**src/rtl/seg7_pkg.sv**
```systemverilog
// -----------------------------------------------------------------------------
// seg7_pkg
//   Shared constants and helpers for the BCD counter and its 7-segment scanner.
//   - SEG_GLYPH : active-high segment codes for decimal digits 0..9,
//                 bit order dp,g,f,e,d,c,b,a (dp always 0).
//   - SEG_BLANK : all segments off.
//   - DIGIT_OFF : all (active-low) digit enables off.
//   - seg_encode: nibble -> segment code; non-BCD nibbles go dark.
//   - bin_to_bcd: elaboration-time binary to packed BCD (up to 8 digits).
// -----------------------------------------------------------------------------
package seg7_pkg;

  localparam logic [7:0] SEG_GLYPH [0:9] = '{
    8'h3F, 8'h06, 8'h5B, 8'h4F, 8'h66,
    8'h6D, 8'h7D, 8'h07, 8'h7F, 8'h6F
  };

  localparam logic [7:0] SEG_BLANK = 8'h00;
  localparam logic [7:0] DIGIT_OFF = 8'hFF;

  function automatic logic [7:0] seg_encode(input logic [3:0] digit);
    if (digit > 4'd9) return SEG_BLANK;
    return SEG_GLYPH[digit];
  endfunction

  // Only used to build constants, so the divider never reaches hardware.
  function automatic logic [31:0] bin_to_bcd(input int value);
    logic [31:0] result;
    int          rem;
    result = '0;
    rem    = (value < 0) ? 0 : value;
    for (int i = 0; i < 8; i++) begin
      result[4*i +: 4] = 4'(rem % 10);
      rem              = rem / 10;
    end
    return result;
  endfunction

endpackage

```
**src/rtl/seg7_scan.sv**
```systemverilog
// -----------------------------------------------------------------------------
// seg7_scan
//   Time-multiplexes DIGITS packed BCD digits onto one 7-segment bus.
//   The scan index steps 0..DIGITS-1, one slot every SCAN_DIV clocks. The
//   segment pattern and its digit enable are registered from the same index,
//   so both pins change on the same edge, one clock after the index moves.
//
//   Ports:
//     clk       : system clock
//     rst       : asynchronous active-high reset
//     bcd       : packed BCD digits, digit 0 in bits [3:0]
//     seg_led   : segment pattern, active-high, dp,g,f,e,d,c,b,a
//     digtal_sw : digit enables, active-low; bits >= DIGITS stay high
// -----------------------------------------------------------------------------
module seg7_scan
  import seg7_pkg::*;
#(
  parameter int DIGITS   = 2,
  parameter int SCAN_DIV = 1,
  parameter int LZ_BLANK = 0
) (
  input  logic                  clk,
  input  logic                  rst,
  input  logic [4*DIGITS-1:0]   bcd,
  output logic [7:0]            seg_led,
  output logic [7:0]            digtal_sw
);

  localparam int IW = (DIGITS > 1) ? $clog2(DIGITS) : 1;
  localparam int SW = (SCAN_DIV > 1) ? $clog2(SCAN_DIV) : 1;

  localparam logic [IW-1:0] IDX_LAST = IW'(DIGITS - 1);
  localparam logic [SW-1:0] DIV_LAST = SW'(SCAN_DIV - 1);

  logic [SW-1:0]     div_cnt;
  logic [IW-1:0]     idx;
  logic [DIGITS-1:0] zero_up;   // digit k and every digit above it are zero
  logic [3:0]        cur_digit;
  logic              blank;

  always_comb begin
    zero_up            = '0;
    zero_up[DIGITS-1]  = (bcd[4*DIGITS-1 -: 4] == 4'd0);
    for (int k = DIGITS - 2; k >= 0; k--) begin
      zero_up[k] = (bcd[4*k +: 4] == 4'd0) && zero_up[k+1];
    end
    cur_digit = bcd[4*idx +: 4];
    // Digit 0 is never blanked, so a zero count still shows "0".
    blank     = (LZ_BLANK != 0) && (idx != '0) && zero_up[idx];
  end

  always_ff @(posedge clk or posedge rst) begin
    if (rst) begin
      div_cnt   <= '0;
      idx       <= '0;
      seg_led   <= SEG_BLANK;
      digtal_sw <= DIGIT_OFF;
    end else begin
      digtal_sw <= DIGIT_OFF & ~(8'd1 << idx);
      seg_led   <= blank ? SEG_BLANK : seg_encode(cur_digit);
      if (div_cnt == DIV_LAST) begin
        div_cnt <= '0;
        idx     <= (idx == IDX_LAST) ? '0 : idx + 1'b1;
      end else begin
        div_cnt <= div_cnt + 1'b1;
      end
    end
  end

endmodule

```
**src/rtl/bcd_counter_display.sv**
```systemverilog
// -----------------------------------------------------------------------------
// bcd_counter_display
//   Modulo-MODULUS up/down counter stepping once every TICK_DIV clocks, with
//   run/pause toggle, synchronous clear and clamped parallel load. A BCD copy
//   of the count is kept in lockstep (per-digit carry/borrow, no divider) and
//   scanned onto DIGITS multiplexed 7-segment digits by seg7_scan.
//
//   Ports:
//     clk        : system clock
//     rst        : asynchronous active-high reset
//     run_toggle : one-cycle pulse, flips run/pause
//     dir        : 0 = count up, 1 = count down (sampled on tick)
//     clear      : synchronous clear to 0 (highest priority)
//     load       : synchronous load of load_value (clamped to MODULUS-1)
//     load_value : value to load
//     count_out  : binary count
//     bcd_out    : BCD count, digit 0 in bits [3:0]
//     wrap       : one-cycle pulse on wrap-around
//     running    : run state
//     seg_led    : segment pattern, active-high, dp,g,f,e,d,c,b,a
//     digtal_sw  : digit enables, active-low
// -----------------------------------------------------------------------------
module bcd_counter_display
  import seg7_pkg::*;
#(
  parameter  int DIGITS   = 2,
  parameter  int MODULUS  = 20,
  parameter  int TICK_DIV = 100,
  parameter  int SCAN_DIV = 1,
  parameter  int LZ_BLANK = 0,
  localparam int CW       = $clog2(MODULUS)
) (
  input  logic                clk,
  input  logic                rst,
  input  logic                run_toggle,
  input  logic                dir,
  input  logic                clear,
  input  logic                load,
  input  logic [CW-1:0]       load_value,
  output logic [CW-1:0]       count_out,
  output logic [4*DIGITS-1:0] bcd_out,
  output logic                wrap,
  output logic                running,
  output logic [7:0]          seg_led,
  output logic [7:0]          digtal_sw
);

  localparam int BW = 4 * DIGITS;
  localparam int TW = (TICK_DIV > 1) ? $clog2(TICK_DIV) : 1;

  localparam logic [CW-1:0] MAX_CNT   = CW'(MODULUS - 1);
  localparam logic [TW-1:0] TICK_LAST = TW'(TICK_DIV - 1);
  localparam logic [BW-1:0] MAX_BCD   = BW'(bin_to_bcd(MODULUS - 1));

  logic [TW-1:0] tick_cnt;
  logic          tick;
  logic [CW-1:0] load_clamped;
  logic [BW-1:0] load_bcd;
  logic [BW-1:0] bcd_inc;
  logic [BW-1:0] bcd_dec;

  // Tick uses the current running value, so a run_toggle in the same cycle
  // does not suppress or create a step.
  assign tick         = running && (tick_cnt == TICK_LAST);
  assign load_clamped = (load_value > MAX_CNT) ? MAX_CNT : load_value;

  // NOTE: every always_comb output gets a default before any branch so no
  // path leaves it unassigned; otherwise synthesis infers a latch.
  always_comb begin
    logic carry;
    logic borrow;
    bcd_inc = bcd_out;
    bcd_dec = bcd_out;
    carry   = 1'b1;
    borrow  = 1'b1;
    for (int d = 0; d < DIGITS; d++) begin
      if (carry) begin
        if (bcd_out[4*d +: 4] == 4'd9) begin
          bcd_inc[4*d +: 4] = 4'd0;
        end else begin
          bcd_inc[4*d +: 4] = bcd_out[4*d +: 4] + 4'd1;
          carry             = 1'b0;
        end
      end
      if (borrow) begin
        if (bcd_out[4*d +: 4] == 4'd0) begin
          bcd_dec[4*d +: 4] = 4'd9;
        end else begin
          bcd_dec[4*d +: 4] = bcd_out[4*d +: 4] - 4'd1;
          borrow            = 1'b0;
        end
      end
    end
  end

  // Shift-and-add-3 conversion of the load value, unrolled into one cycle.
  always_comb begin
    load_bcd = '0;
    for (int i = CW - 1; i >= 0; i--) begin
      for (int d = 0; d < DIGITS; d++) begin
        if (load_bcd[4*d +: 4] >= 4'd5) load_bcd[4*d +: 4] = load_bcd[4*d +: 4] + 4'd3;
      end
      load_bcd = {load_bcd[BW-2:0], load_clamped[i]};
    end
  end

  // NOTE: state registers use non-blocking assignments so every register
  // samples pre-edge values regardless of statement order.
  always_ff @(posedge clk or posedge rst) begin
    if (rst) begin
      tick_cnt  <= '0;
      count_out <= '0;
      bcd_out   <= '0;
      wrap      <= 1'b0;
      running   <= 1'b1;
    end else begin
      wrap <= 1'b0;
      if (run_toggle) running <= ~running;

      if (clear) begin
        tick_cnt  <= '0;
        count_out <= '0;
        bcd_out   <= '0;
      end else if (load) begin
        tick_cnt  <= '0;
        count_out <= load_clamped;
        bcd_out   <= load_bcd;
      end else begin
        // Paused: hold the phase so resuming loses no partial period.
        if (running) tick_cnt <= (tick_cnt == TICK_LAST) ? '0 : tick_cnt + 1'b1;
        if (tick) begin
          if (!dir) begin
            if (count_out == MAX_CNT) begin
              count_out <= '0;
              bcd_out   <= '0;
              wrap      <= 1'b1;
            end else begin
              count_out <= count_out + 1'b1;
              bcd_out   <= bcd_inc;
            end
          end else begin
            if (count_out == '0) begin
              count_out <= MAX_CNT;
              bcd_out   <= MAX_BCD;
              wrap      <= 1'b1;
            end else begin
              count_out <= count_out - 1'b1;
              bcd_out   <= bcd_dec;
            end
          end
        end
      end
    end
  end

  seg7_scan #(
    .DIGITS   (DIGITS),
    .SCAN_DIV (SCAN_DIV),
    .LZ_BLANK (LZ_BLANK)
  ) u_scan (
    .clk       (clk),
    .rst       (rst),
    .bcd       (bcd_out),
    .seg_led   (seg_led),
    .digtal_sw (digtal_sw)
  );

endmodule

```
**config.mk**
```make
export PLATFORM = sky130hd
export DESIGN_NAME = bcd_counter_display
export DESIGN_NICKNAME = d
export VERILOG_FILES = /design/src/rtl/seg7_pkg.sv /design/src/rtl/seg7_scan.sv /design/src/rtl/bcd_counter_display.sv
export SDC_FILE = /design/constraint.sdc
export NUM_CORES = 1
export LEC_CHECK = 0
export ABC_AREA = 1
export CORE_UTILIZATION = 48
export DETAILED_ROUTE_END_ITERATION = 8
export PLACE_DENSITY = 0.78
export SYNTH_ARGS = -nofsm -noshare
export SYNTH_HDL_FRONTEND = slang
export SYNTH_HIERARCHICAL = 1
export SYNTH_SLANG_ARGS = --single-unit
```
**constraint.sdc**
```tcl
create_clock -name clk -period 4.6 [get_ports clk]
set_input_delay 0.92 -clock clk [delete_from_list [all_inputs] [get_ports clk]]
set_output_delay 0.92 -clock clk [all_outputs]
set_load 0.05 [all_outputs]
```
After elaboration in Yosys (flattened, before gate mapping)
Memory sizes are Yosys's and may differ from the RTL's. Index checks and enable logic that the tools add are counted.

Memories kept: 1. Logic and storage cells: 85. ROM bits: 128. Bits in registers: 40. Input bits: 11. Output and inout bits: 31.

Bitwise logic cells: 3. Shift-type cells: 2. Reduce and logical (&&, ||, !) cells: 8. Order comparisons: 5. Muxes and demuxes: 40. Eq/ne operators: 5. $add $sub $neg: 11.

Memory list: (name not given) (words 16, width 8, read ports 1, clocked after Yosys merged registers in 0, wr ports 0, RTL line seg7_pkg.sv:23) `return SEG_GLYPH[digit];`.

Operators by type and width (count): 8-bit 2-to-1 mux (10); 5-bit 2-to-1 mux (7); 4-bit 2-to-1 mux (8); 7-bit 2-to-1 mux (4); 1-bit 2-to-1 mux (11); 4-bit by 1-bit adder with 4-bit output (second input constant) (2); 4-bit == test (second input constant) (2); 4-bit zero test (2); 8-bit NOT (1); 8-bit by 4-bit variable part select with 4-bit output (1); 1-bit by 1-bit << shifter with 8-bit output (first input constant) (1); 4-bit by 1-bit subtractor with 4-bit output (second input constant) (2); 7-bit by 1-bit adder with 7-bit output (second input constant) (1); 7-bit == test (second input constant) (1); 3-bit nonzero test (2); 5-bit by 1-bit adder with 5-bit output (second input constant) (1); 5-bit == test (second input constant) (1); 5-bit greater-or-equal comparator (second input constant) (1); 5-bit greater-than comparator (second input constant) (1); 5-bit zero test (1); 5-bit by 1-bit != test with 1-bit output (second input constant) (1); 4-bit NOT with 5-bit output (1); 5-bit nonzero test (1); 5-bit by 1-bit subtractor with 5-bit output (second input constant) (1); 9 further kinds (10).

Logic depth before layout (Yosys ltp)
Depth in word-level cells: 8. Depth in mapped cells: 14.

By module
The synthesis kept the hierarchy.

By module, submodules not included: bcd_counter_display (cells each 281, times used 1, area an instance 1948.1 µm², sequential area each 551.8 µm²); seg7_scan (cells each 82, times used 1, area an instance 649.4 µm², sequential area each 252.7 µm²).

Worst setup path before layout
No wires, ideal clock.

Path kind: input to register. From: in load_value[3]. To: reg bcd_out[2]. Cell stages on the path: 14. Arrival: 1.982 ns. Slack: 2.499 ns. Path through: inv_1 > nand2_1 > nand3_1 > inv_1 > ha_1 > nand2_1 > o21ai_1 > nand2_1 > nand3_1 > nand2_1 > nand2_1 > nand2_1 > nand2_1 > nand2_1.

Word-level cells in the longest chain between the ends: 8. Elaborated cells between the ends (all ways): 10.

RTL lines: from (decl) (RTL line bcd_counter_display.sv:39) `input logic [CW-1:0] load_value,`; 5-bit greater-than comparator (RTL line bcd_counter_display.sv:65) `assign load_clamped = (load_value > MAX_CNT) ? MAX_CNT : load_value;`; 5-bit 2-to-1 mux * (RTL line bcd_counter_display.sv:65); 3-bit by 2-bit adder with 4-bit output / 3-bit greater-or-equal comparator (equally long branches) (RTL line bcd_counter_display.sv:101) `if (load_bcd[4*d +: 4] >= 4'd5) load_bcd[4*d +: 4] = load_bcd[4*d +: 4] + 4'd3;`; 4-bit 2-to-1 mux (RTL line bcd_counter_display.sv:101); 4-bit by 2-bit adder with 4-bit output / 4-bit by 3-bit greater-or-equal comparator with 1-bit output (equally long branches) (RTL line bcd_counter_display.sv:101); 4-bit 2-to-1 mux * (RTL line bcd_counter_display.sv:101); 8-bit 2-to-1 mux * (RTL line bcd_counter_display.sv:124) `end else if (load) begin`; 8-bit 2-to-1 mux * (RTL line bcd_counter_display.sv:120) `if (clear) begin`; to (signal assigned) (RTL line bcd_counter_display.sv:127) `bcd_out <= load_bcd;`; to (signal assigned) (RTL line bcd_counter_display.sv:139) `bcd_out <= bcd_inc;`; to (decl) (RTL line bcd_counter_display.sv:41) `output logic [4*DIGITS-1:0] bcd_out,`.

Mark *: on every way between the ends. The rest lies on a longest branch, timed or not. A chain may end at the register's enable or synchronous reset.

Final worst setup path
From: reg count_out[2]. To: out count_out[2].

RTL lines: from (decl) (RTL line bcd_counter_display.sv:40) `output logic [CW-1:0] count_out,`; from (signal assigned) (RTL line bcd_counter_display.sv:126) `count_out <= load_clamped;`; from (signal assigned) (RTL line bcd_counter_display.sv:138) `count_out <= count_out + 1'b1;`; from (signal assigned) (RTL line bcd_counter_display.sv:147) `count_out <= count_out - 1'b1;`.

No word-level cell between the ends.

==> results.cfg <==
[global_routing]
track_usage = 0.2091
grt-ovfl-total = 0
grt_pass1_vias = 2088
antenna_found_initial = 0
grt_max_degree = 23
grt_pass1_wl_um = 9252

[placed_design]
dp_hpwl_um = 4119
place_congestion = 0.8938
portBuffers = 34

[die]
die_area_mm2 = 0.005709
fp-row-count = 26
die_h_um = 75.56
initial_core_util = 0.5022
coreArea_mm2 = 0.005172
ios = 42
die_x_um = 75.56

[timing]
report.final.setup_viol = 0
relSlewSlack = 0.4048
drv_slew = 0
worst_pin_slew_ps = 891.8
fin_crit_ps = 2676
tns_ps = 0
skew_ps = 11.21
timing.final.crit_share = 0.5817
hold_slack_ps = 514.8
hold_violations = 0
grt_setup_unrepaired = no
fmax_ghz = 0.3737

[status]
run_status = complete, no violations

[clock_tree]
cts-htree-levels = 2
cts_resized = 0
cts_buffer_depth = 2
clkTransAtPathRegs_ps = 70
cts_tree = done
cts_root_buf = clkbuf_8
cts.sinks = 32
clock_latency_ps = 290
hold_buffers = 0
postCtsSetupRepairBufs = 0
numCtsBuffers = 5

[synthesis]
synth.distinct_cells = 36
syn-cell-area_mm2 = 0.002597
seq_area_frac_synth = 0.3097
ys_async_sr_fraction = 1.000
yosys_warnings = 6
synth_ff_type = dfrtp_1
synth_cells = 363
ys_seq_elements = 32
syn_area_per_cell_um2 = 7.156
synth_edf_count = 0

[pwr]
irDropWorstVdd_uv = 300.5
power_density_mw_per_mm2 = 450.5
p_leak_nw = 1.552

[worst_hold_path]
hold_start = tick_cnt[1]
hold_path_end = tick_cnt[1]
hold_depth = 2
hp-class = register to register

[finish]
nFillCells = 477
n_antenna_cell = 0
area_growth_pct = 17.82
nNetsFinal = 426
seqCellArea_um2 = 804.5
layout_commonest_cell = nand2_1
multiInputGateArea_mm2 = 0.001513
final_cell_mix = nand2_1, inv_1, nand3_1
drive_gt1_frac = 0.1005

[route]
routed_wl_um = 5355
detail_route.wl_per_cell_um = 11.44
first_iter_violations = 79
dr.pass1.iters = 5
final_antenna_net_count = 0
drc = 0
dr_total_vias = 2308
vias_per_cell = 4.932

[setup_path]
cp_top_family = buffers and inverters
r2r_slack_ps = 2560
critPathMaxFanout = 9
startpoint_type = register
critPathSlowestCell = clkdlybuf4s50_1
critPathCaptureType = primary output
worstReg2RegStart = u_scan/idx
critical_path_class = register to primary output
cp.required_ps = 3680
cp_cell_sequence = clkdlybuf4s50_1
ff2ff_path_depth = 7
cp.arrival_ps = 1760
regToRegEndpoint = u_scan/seg_led[1]
cp.buffers_inverters = 1
slowest_delay_ps = 880

[flow_run]
maxCapViolations = 0
[worst max-delay path by stage]
stage               depth (start not counted)     startpoint           end  slack, ps
floorplan                                  14  load_value[3]    bcd_out[2]       2500
global placement                           15  load_value[3]    bcd_out[2]       1830
detailed placement                         15  load_value[3]    bcd_out[2]       1740
CTS                                         1   count_out[2]  count_out[2]       1920
global route                               13  load_value[3]    bcd_out[1]       1800
finish                                      1   count_out[2]  count_out[2]       1920
[per-stage QoR]
| step | instance area (um2) | power, W | setup slack (ps) | cells | utilization |
|---|---|---|---|---|---|
| floorplan | 2616 | 0.0009335 | 2499 | 368 | - |
| global placement | 2949 | 0.001103 | 1835 | 460 | 0.5702 |
| detailed placement | 2949 | 0.001113 | 1742 | 460 | 0.5702 |
| CTS | 3060 | 0.001386 | 1915 | 468 | 0.5917 |
| global route | 3060 | 0.001473 | 1800 | 468 | 0.5917 |
| finish | 3060 | 0.001379 | 1924 | 468 | 0.5917 |
[synthesized netlist by cell type, types with 2 or more instances]
library cell,instances,area [um2]
a21oi_1,12,60.06
inv_1,48,180.2
conb_1,2,7.510
nand3_1,38,190.2
dfrtp_1,29,725.7
nand4_1,6,37.54
dfstp_2,3,78.83
nand3_4,2,35.03
xor2_1,6,52.55
or2_2,2,12.51
nor2_1,19,71.32
ha_1,18,225.2
buf_2,3,15.01
buf_4,8,60.06
nor3_1,6,30.03
inv_2,4,15.01
nand2_4,4,45.04
o211ai_1,4,30.03
o21ai_0,15,75.07
o22ai_1,3,18.77
xnor2_1,2,17.52
nand2_1,107,401.6
nand2_2,7,43.79
o21ai_1,3,15.01
[area by class of cell]
class | instances | area share
Clock inverter | 3 | 0.01390
Tap cell | 70 | 0.02862
Multi-Input combinational cell | 271 | 0.4943
Timing Repair Buffer | 34 | 0.1112
Sequential cell | 32 | 0.2629
Clock buffer | 5 | 0.02249
Inverter | 53 | 0.06664
[flip-flops by register name, indices dropped and copies added, names as in the netlist]
signal            cells
bcd_out               8
count_out             5
u_scan/seg_led        7
tick_cnt              7
u_scan/idx            1
running               1
u_scan/digtal_sw      2
wrap                  1
[cells by family after synthesis]
family	Yosys count	synth area share
AND/OR/NAND/NOR	198	0.3704
buffers and inverters	65	0.1151
AO/OA/AOI/OAI	40	0.08815
flip-flops	32	0.3097
adder cells (fa/ha/maj)	18	0.08671
XOR/XNOR	8	0.02698
other	2	0.002891
[power by group]
group	total [W]	switching (W)	leakage (nW)	internal, W
clock	0.000272	0.000111	0.0541	0.000160
combinational	0.000696	0.000458	1.10	0.000238
sequential	0.000411	0.0000714	0.398	0.000340
total	0.00138	0.000641	1.55	0.000738
[routing by layer]
metal / global-route usage / vias up / wire (um)
li1: - / 1207 / -
met1: 0.2680 / 1040 / 2479
met4: 0.04321 / 0 / 65
met3: 0.03836 / 9 / 185
met2: 0.3681 / 52 / 2625
met5: 0 / - / 0
Note: power is estimated with default switching activity, not from simulation.
